## src/rtl/jtcps1_sdram_arb_if.sv

```systemverilog
// rtl/jtcps1_sdram_arb_if.sv - one-word request channel between a requester and a memory port
// Ports (signals):
//   cs    request / chip select, held until ok
//   addr  word address
//   we    1 = write
//   dsn   byte strobes {UDSn,LDSn}, active low
//   din   write data (requester -> memory)
//   dout  read data (memory -> requester), valid with ok
//   ok    one-cycle completion pulse
// Modports: master = side issuing the request, slave = side serving it.
interface jtcps1_sdram_arb_if #(
  parameter int AW = 17
);
  logic          cs;
  logic [AW-1:0] addr;
  logic          we;
  logic [1:0]    dsn;
  logic [15:0]   din;
  logic [15:0]   dout;
  logic          ok;

  modport master (
    output cs, addr, we, dsn, din,
    input  dout, ok
  );

  modport slave (
    input  cs, addr, we, dsn, din,
    output dout, ok
  );
endinterface

```

## src/rtl/jtcps1_sdram_arb.sv

```systemverilog
// rtl/jtcps1_sdram_arb.sv - CPU/video-DMA arbiter for the main-CPU SDRAM port
// Ports:
//   clk, rstn   system clock, asynchronous active-low reset
//   cpu         slave channel from the 68000 bus decoder (cs held for the bus cycle)
//   dma_req     DMA wants a read word; dma_addr advances the cycle after dma_ok
//   dma_dout    DMA read data, valid with dma_ok (one-cycle pulse)
//   dma_grant   high while a DMA word is in flight
//   mem         master channel to the SDRAM multiplexer (registered request)
// One word is served per grant. Ties alternate CPU/DMA; run counts consecutive
// DMA words and forces a CPU grant once it reaches DMA_BURST.
module jtcps1_sdram_arb #(
  parameter int DMA_BURST = 8,
  parameter int AW        = 17
) (
  input  logic               clk,
  input  logic               rstn,
  jtcps1_sdram_arb_if.slave  cpu,
  input  logic               dma_req,
  input  logic [AW-1:0]      dma_addr,
  output logic [15:0]        dma_dout,
  output logic               dma_ok,
  output logic               dma_grant,
  jtcps1_sdram_arb_if.master mem
);

  typedef enum logic [1:0] {
    ST_IDLE = 2'd0,
    ST_CPU  = 2'd1,
    ST_DMA  = 2'd2,
    ST_GAP  = 2'd3
  } state_t;

  localparam logic       LAST_CPU = 1'b0;
  localparam logic       LAST_DMA = 1'b1;
  localparam logic [3:0] BURST    = 4'(DMA_BURST);

  state_t        state_q, state_d;
  logic          last_q, last_d;
  logic [3:0]    run_q, run_d;
  logic          cpu_done_q, cpu_done_d;
  logic          mem_cs_q, mem_cs_d;
  logic [AW-1:0] mem_addr_q, mem_addr_d;
  logic          mem_we_q, mem_we_d;
  logic [1:0]    mem_dsn_q, mem_dsn_d;
  logic [15:0]   mem_din_q, mem_din_d;
  logic [15:0]   cpu_dout_q, cpu_dout_d;
  logic          cpu_ok_q, cpu_ok_d;
  logic [15:0]   dma_dout_q, dma_dout_d;
  logic          dma_ok_q, dma_ok_d;
  logic          dma_grant_q, dma_grant_d;

  logic cpu_pend;
  logic cpu_wins;

  // cpu_done blocks a second access inside the same 68000 bus cycle.
  assign cpu_pend = cpu.cs & ~cpu_done_q;
  assign cpu_wins = cpu_pend & (~dma_req | (last_q == LAST_DMA) | (run_q == BURST));

  always_comb begin
    state_d     = state_q;
    last_d      = last_q;
    run_d       = run_q;
    cpu_done_d  = cpu_done_q;
    mem_cs_d    = mem_cs_q;
    mem_addr_d  = mem_addr_q;
    mem_we_d    = mem_we_q;
    mem_dsn_d   = mem_dsn_q;
    mem_din_d   = mem_din_q;
    cpu_dout_d  = cpu_dout_q;
    cpu_ok_d    = 1'b0;
    dma_dout_d  = dma_dout_q;
    dma_ok_d    = 1'b0;
    dma_grant_d = dma_grant_q;

    if (!cpu.cs) begin
      cpu_done_d = 1'b0;
    end

    case (state_q)
      ST_IDLE: begin
        if (!dma_req) begin
          run_d = 4'd0;
        end
        if (cpu_wins) begin
          state_d    = ST_CPU;
          mem_cs_d   = 1'b1;
          mem_addr_d = cpu.addr;
          mem_we_d   = cpu.we;
          mem_dsn_d  = cpu.dsn;
          mem_din_d  = cpu.din;
          run_d      = 4'd0;
        end else if (dma_req) begin
          state_d     = ST_DMA;
          mem_cs_d    = 1'b1;
          mem_addr_d  = dma_addr;
          mem_we_d    = 1'b0;
          mem_dsn_d   = 2'b00;
          mem_din_d   = 16'h0000;
          dma_grant_d = 1'b1;
        end
      end
      ST_CPU: begin
        if (mem.ok) begin
          state_d    = ST_GAP;
          cpu_dout_d = mem.dout;
          cpu_ok_d   = 1'b1;
          mem_cs_d   = 1'b0;
          cpu_done_d = 1'b1;   // set wins over the clear above
          last_d     = LAST_CPU;
          run_d      = 4'd0;
        end
      end
      ST_DMA: begin
        if (mem.ok) begin
          state_d     = ST_GAP;
          dma_dout_d  = mem.dout;
          dma_ok_d    = 1'b1;
          mem_cs_d    = 1'b0;
          dma_grant_d = 1'b0;
          last_d      = LAST_DMA;
          run_d       = (run_q == BURST) ? run_q : run_q + 4'd1;
        end
      end
      ST_GAP: begin
        // dead cycle: DMA advances its address, CPU may drop cs
        state_d = ST_IDLE;
      end
      default: state_d = ST_IDLE;
    endcase
  end

  always_ff @(posedge clk or negedge rstn) begin
    if (!rstn) begin
      state_q     <= ST_IDLE;
      last_q      <= LAST_DMA;
      run_q       <= 4'd0;
      cpu_done_q  <= 1'b0;
      mem_cs_q    <= 1'b0;
      mem_addr_q  <= '0;
      mem_we_q    <= 1'b0;
      mem_dsn_q   <= 2'b11;
      mem_din_q   <= 16'h0000;
      cpu_dout_q  <= 16'h0000;
      cpu_ok_q    <= 1'b0;
      dma_dout_q  <= 16'h0000;
      dma_ok_q    <= 1'b0;
      dma_grant_q <= 1'b0;
    end else begin
      state_q     <= state_d;
      last_q      <= last_d;
      run_q       <= run_d;
      cpu_done_q  <= cpu_done_d;
      mem_cs_q    <= mem_cs_d;
      mem_addr_q  <= mem_addr_d;
      mem_we_q    <= mem_we_d;
      mem_dsn_q   <= mem_dsn_d;
      mem_din_q   <= mem_din_d;
      cpu_dout_q  <= cpu_dout_d;
      cpu_ok_q    <= cpu_ok_d;
      dma_dout_q  <= dma_dout_d;
      dma_ok_q    <= dma_ok_d;
      dma_grant_q <= dma_grant_d;
    end
  end

  assign mem.cs    = mem_cs_q;
  assign mem.addr  = mem_addr_q;
  assign mem.we    = mem_we_q;
  assign mem.dsn   = mem_dsn_q;
  assign mem.din   = mem_din_q;
  assign cpu.dout  = cpu_dout_q;
  assign cpu.ok    = cpu_ok_q;
  assign dma_dout  = dma_dout_q;
  assign dma_ok    = dma_ok_q;
  assign dma_grant = dma_grant_q;

endmodule

```

## src/flat_wrapper.sv

```systemverilog
// flat-port wrapper written by rule: the top's interface ports become plain ports
module jtcps1_sdram_arb_flat 
#(
  parameter int DMA_BURST = 8,
  parameter int AW        = 17
)
  (clk, rstn, dma_req, dma_addr, dma_dout, dma_ok, dma_grant, cpu_cs, cpu_addr, cpu_we, cpu_dsn, cpu_din, cpu_dout, cpu_ok, mem_cs, mem_addr, mem_we, mem_dsn, mem_din, mem_dout, mem_ok);
  jtcps1_sdram_arb_if #(.AW(AW)) cpu_i ();
  jtcps1_sdram_arb_if #(.AW(AW)) mem_i ();
  input  logic clk;
  input  logic rstn;
  input  logic dma_req;
  input  logic [AW-1:0] dma_addr;
  output logic [15:0] dma_dout;
  output logic dma_ok;
  output logic dma_grant;
  input wire logic [$bits(cpu_i.cs)-1:0] cpu_cs;
  input wire logic [$bits(cpu_i.addr)-1:0] cpu_addr;
  input wire logic [$bits(cpu_i.we)-1:0] cpu_we;
  input wire logic [$bits(cpu_i.dsn)-1:0] cpu_dsn;
  input wire logic [$bits(cpu_i.din)-1:0] cpu_din;
  output wire logic [$bits(cpu_i.dout)-1:0] cpu_dout;
  output wire logic [$bits(cpu_i.ok)-1:0] cpu_ok;
  output wire logic [$bits(mem_i.cs)-1:0] mem_cs;
  output wire logic [$bits(mem_i.addr)-1:0] mem_addr;
  output wire logic [$bits(mem_i.we)-1:0] mem_we;
  output wire logic [$bits(mem_i.dsn)-1:0] mem_dsn;
  output wire logic [$bits(mem_i.din)-1:0] mem_din;
  input wire logic [$bits(mem_i.dout)-1:0] mem_dout;
  input wire logic [$bits(mem_i.ok)-1:0] mem_ok;
  assign cpu_i.cs = cpu_cs;
  assign cpu_i.addr = cpu_addr;
  assign cpu_i.we = cpu_we;
  assign cpu_i.dsn = cpu_dsn;
  assign cpu_i.din = cpu_din;
  assign cpu_dout = cpu_i.dout;
  assign cpu_ok = cpu_i.ok;
  assign mem_cs = mem_i.cs;
  assign mem_addr = mem_i.addr;
  assign mem_we = mem_i.we;
  assign mem_dsn = mem_i.dsn;
  assign mem_din = mem_i.din;
  assign mem_i.dout = mem_dout;
  assign mem_i.ok = mem_ok;
  jtcps1_sdram_arb #(.DMA_BURST(DMA_BURST), .AW(AW)) u_core (.clk(clk), .rstn(rstn), .cpu(cpu_i), .dma_req(dma_req), .dma_addr(dma_addr), .dma_dout(dma_dout), .dma_ok(dma_ok), .dma_grant(dma_grant), .mem(mem_i));
endmodule
```

## config.mk

```make
export PLATFORM = sky130hd
export DESIGN_NAME = jtcps1_sdram_arb_flat
export DESIGN_NICKNAME = d
export VERILOG_FILES = /design/src/rtl/jtcps1_sdram_arb_if.sv /design/src/rtl/jtcps1_sdram_arb.sv /design/src/flat_wrapper.sv
export SDC_FILE = /design/constraint.sdc
export NUM_CORES = 1
export LEC_CHECK = 0
export ABC_AREA = 1
export BUFFER_PORTS_ARGS = -buffer_cell sky130_fd_sc_hd__buf_2
export CORE_MARGIN = 2
export CORE_UTILIZATION = 40
export CTS_CLUSTER_SIZE = 10
export DETAILED_ROUTE_END_ITERATION = 7
export PLACE_DENSITY = 0.68
export RECOVER_POWER = 25
export SYNTH_ARGS = -nofsm -noshare
export SYNTH_HDL_FRONTEND = slang
export SYNTH_SLANG_ARGS = --single-unit
```

## constraint.sdc

```tcl
create_clock -name clk -period 1.4 [get_ports clk]
set_input_delay 0.28 -clock clk [delete_from_list [all_inputs] [get_ports clk]]
set_output_delay 0.28 -clock clk [all_outputs]
set_load 0.02 [all_outputs]
```

==> impl_results.md <==
* Vias in the first global route at 3100
* Hold_ws at 0.1462 ns
* Outcome: completed
* Slew headroom at 0.6822
* Power share of the clock group at 0.145
* Switching Fraction at 0.4332
* TritonCTS clock tree: built
* DR vias at 3224
* Drt total wl at 8.638 mm
* Synth area leader: dfrtp_1
* WL met2 at 4.069 mm
* Pwr Density at 2296 nW/um2
* Top post-synthesis cells by area: dfrtp_1 (54%), nand2_1 (17%), o21ai_0 (6.4%)
* Initial core utilization at 0.4094
* CTS buffer count at 9
* Worst Path Class, Setup: reg -> reg
* WHS Endpoint: u_core.mem.dsn[0]
* Mapped Nets at 493
* Met3 wire len at 729 um
* CP Launch Type: register
* Int Power at 0.006330 W
* DIE WIDTH at 98.02 um
* Distinct cells, synth at 27
* Max Clk Rate at 729.2 MHz
* Crit Reg-Reg Endpoint: u_core.mem.din[8]
* Max cap viols at 0
* RSZ-0062 raised after global routing: true
* Final #Nets at 655
* H-tree levels at 3
* Gp weighted congestion at 0.8527
* Reg2Reg Depth at 7
* CP Max Fanout at 16
* VDD IR max at 1.226 mV
* Logic pwr share at 0.493
* Port bufs at 145
* Hold Crit Depth at 3
* Final Setup Violations at 0
* DIE AREA at 9608 um2
* Routed len/inst at 12.56 um
* Critical Path End Type: register
* Post-detailed-route count of antenna-violating nets at 0
* Final Util at 0.5633
* Antenna cell count at 0
* R2R setup slack at 0.03 ns
* Switching power at 0.004838 W
* Ports at 146
* Drt via density at 4.686
* CTS Buffer Depth at 2
* Final instance area at 4865 um2
* Layout cell share with drive strength beyond 1 at 0.3672
* Core Area at 8636 um2
* Flop pwr share at 0.362
* Clock sink count at 80
* Final hold viol count at 0
* Synth Instances at 413
* CTS clk-pin slew, worst paths at 0.07 ns
* Critical Path RT at 1.63 ns
* Fin crit share at 0.9795
* Clock Latency Late Sink at 0.35 ns
* Synth Cell Area at 3536 um2
* Register area share after synthesis at 0.5672
* Overall power at 0.01117 W
* Met1 Wirelength at 3.762 mm
* Largest net degree at the start of global routing at 36
* GRT Total Usage at 0.1814
* # rows at 34
* Chip Height at 98.02 um
* LEAKAGE at 2.775 nW
* R2r startpoint: u_core.state_q[1]
* CP Data Arrival Time at 1.60 ns
* Hold crit path type: in -> reg
* Post-place instance area at 4529 um2
* Slew at the pin closest to its max-slew limit at 0.4766 ns
* DRT iter0 DRCs at 96
* Hold_sp: cpu_dsn[0]
* Fin crit period at 1.371 ns
* Hpwl dp at 6.332 mm
* Total negative setup slack at 0 ns
* Yosys reg bits at 80
* First-pass GRT wire length at 14.44 mm
* Post-synth top area share at 0.5449
* Root Buffer: clkbuf_8
* Clock Skew at 0.01538 ns
* Synth warn at 0
* DR top layer: met4
* Average size of a mapped cell at 8.561 um2
* Initial antenna violation count at 0
* Pre-antenna DRT Iters at 5
* Total global routing overflow at 0
* Pins Over Slew Limit at 0
* Drc violations at 0
* Synth-to-Final Area Change at 37.58%
[critical path: stages, from the launching register on]
cell and delay, ns:
dfrtp_1 0.43, inv_2 0.13, ha_4 0.16, buf_6 0.13, o21ai_4 0.11, buf_12 0.17
nand2_1 0.08, o21ai_2 0.05
[cell type report]
type                    count  area (um2)
clock buffers              13       138.9
inverters                  51       198.9
well taps                 108       135.1
fillers                   817        3771
clock inverters             3       45.04
flip-flops and latches     80        2007
multi-input cells         265        1375
repair buffers            168       964.7
[state kept, by name, indices dropped and copies added (netlist names), 2 cells and up]
signal	cells
u_core.cpu.dout	16
u_core.dma_dout	16
u_core.mem.addr	17
u_core.mem.din	16
u_core.mem.dsn	2
u_core.run_q	4
u_core.state_q	2
[cell usage in the layout (no fill, tap or decap), types with 6 or more instances in the layout]
cell,instances
buf_4,11
clkbuf_8,9
inv_1,45
o21ai_1,18
nand2_1,156
o21ai_0,32
buf_2,144
dfrtp_1,76
nor2_1,6
nand3_1,22
[per-stage QoR]
step	std cells	setup WS (ns)
6_report	688	0.02867
3_5_place_dp	670	-0.04635
4_1_cts	687	0.003496
3_3_place_gp	670	-0.03111
2_1_floorplan	413	0.03018
5_1_grt	688	-0.08989
[how the worst max path moves through the flow]
stage                 startpoint  cells after the start                  to  slack, ns
2_1_floorplan  u_core.state_q[0]                      8     u_core.run_q[0]       0.03
3_5_place_dp   u_core.state_q[0]                      6  u_core.mem.din[12]      -0.05
3_3_place_gp   u_core.state_q[0]                      9     u_core.run_q[0]      -0.03
4_1_cts        u_core.state_q[0]                      7    u_core.dma_grant      0.003
5_1_grt        u_core.state_q[1]                      9     u_core.run_q[1]      -0.09
6_report       u_core.state_q[1]                      7   u_core.mem.din[8]       0.03
[power groups by stage]
stage	clock network (W)	registers, W	logic, W
global placement	0	0.00400	0.00504
CTS	0.00168	0.00402	0.00518
finish	0.00162	0.00404	0.00551
global route	0.00175	0.00419	0.00608
detailed placement	0	0.00404	0.00514
floorplan	0	0.00519	0.00199
[repair_timing]
item | in CTS | in global routing
setup endpoints to repair | 29 | 45
gates resized for setup | 8 | 45
hold endpoints to repair | 14 | 0
buffers inserted | 0 | 1
hold buffers | 1 | 0
pin swaps | 1 | 10
[kinds of logic (layout without fill, tap and decap cells)]
kind of cell,Yosys count,after routing,synth area share
and+or+nand+nor,196,196,0.2339
DFF,80,80,0.5672
buffers and inverters,68,235,0.07962
AOI/OAI and AO/OA,62,62,0.09554
adders and majority gates,6,6,0.02123
xor gates and xnor gates,1,1,0.002477
[synthesized netlist by cell type]
master    number
nand2_1      160
dfrtp_1       77
inv_1         48
o21ai_0       45
nand3_1       23
buf_2          9
o21ai_1        9
clkbuf_1       6
ha_1           6
nor2_1         6
dfstp_2        3
inv_2          3
a21boi_1       2
buf_6          2
nand3_2        2
a21boi_0       1
a21oi_1        1
nand2_2        1
nand2_4        1
nand2_8        1
nor2_4         1
nor2_8         1
o21ai_2        1
o21ai_4        1
o21bai_1       1
o31ai_1        1
xnor2_1        1
[per-layer routing]
metal,global-route usage,vias to the layer above
li1,-,1609
met1,0.2388,1480
met2,0.2935,127
met3,0.05011,8
met4,0.05662,0
met5,0,-
Note: power is estimated with default switching activity, not from simulation.
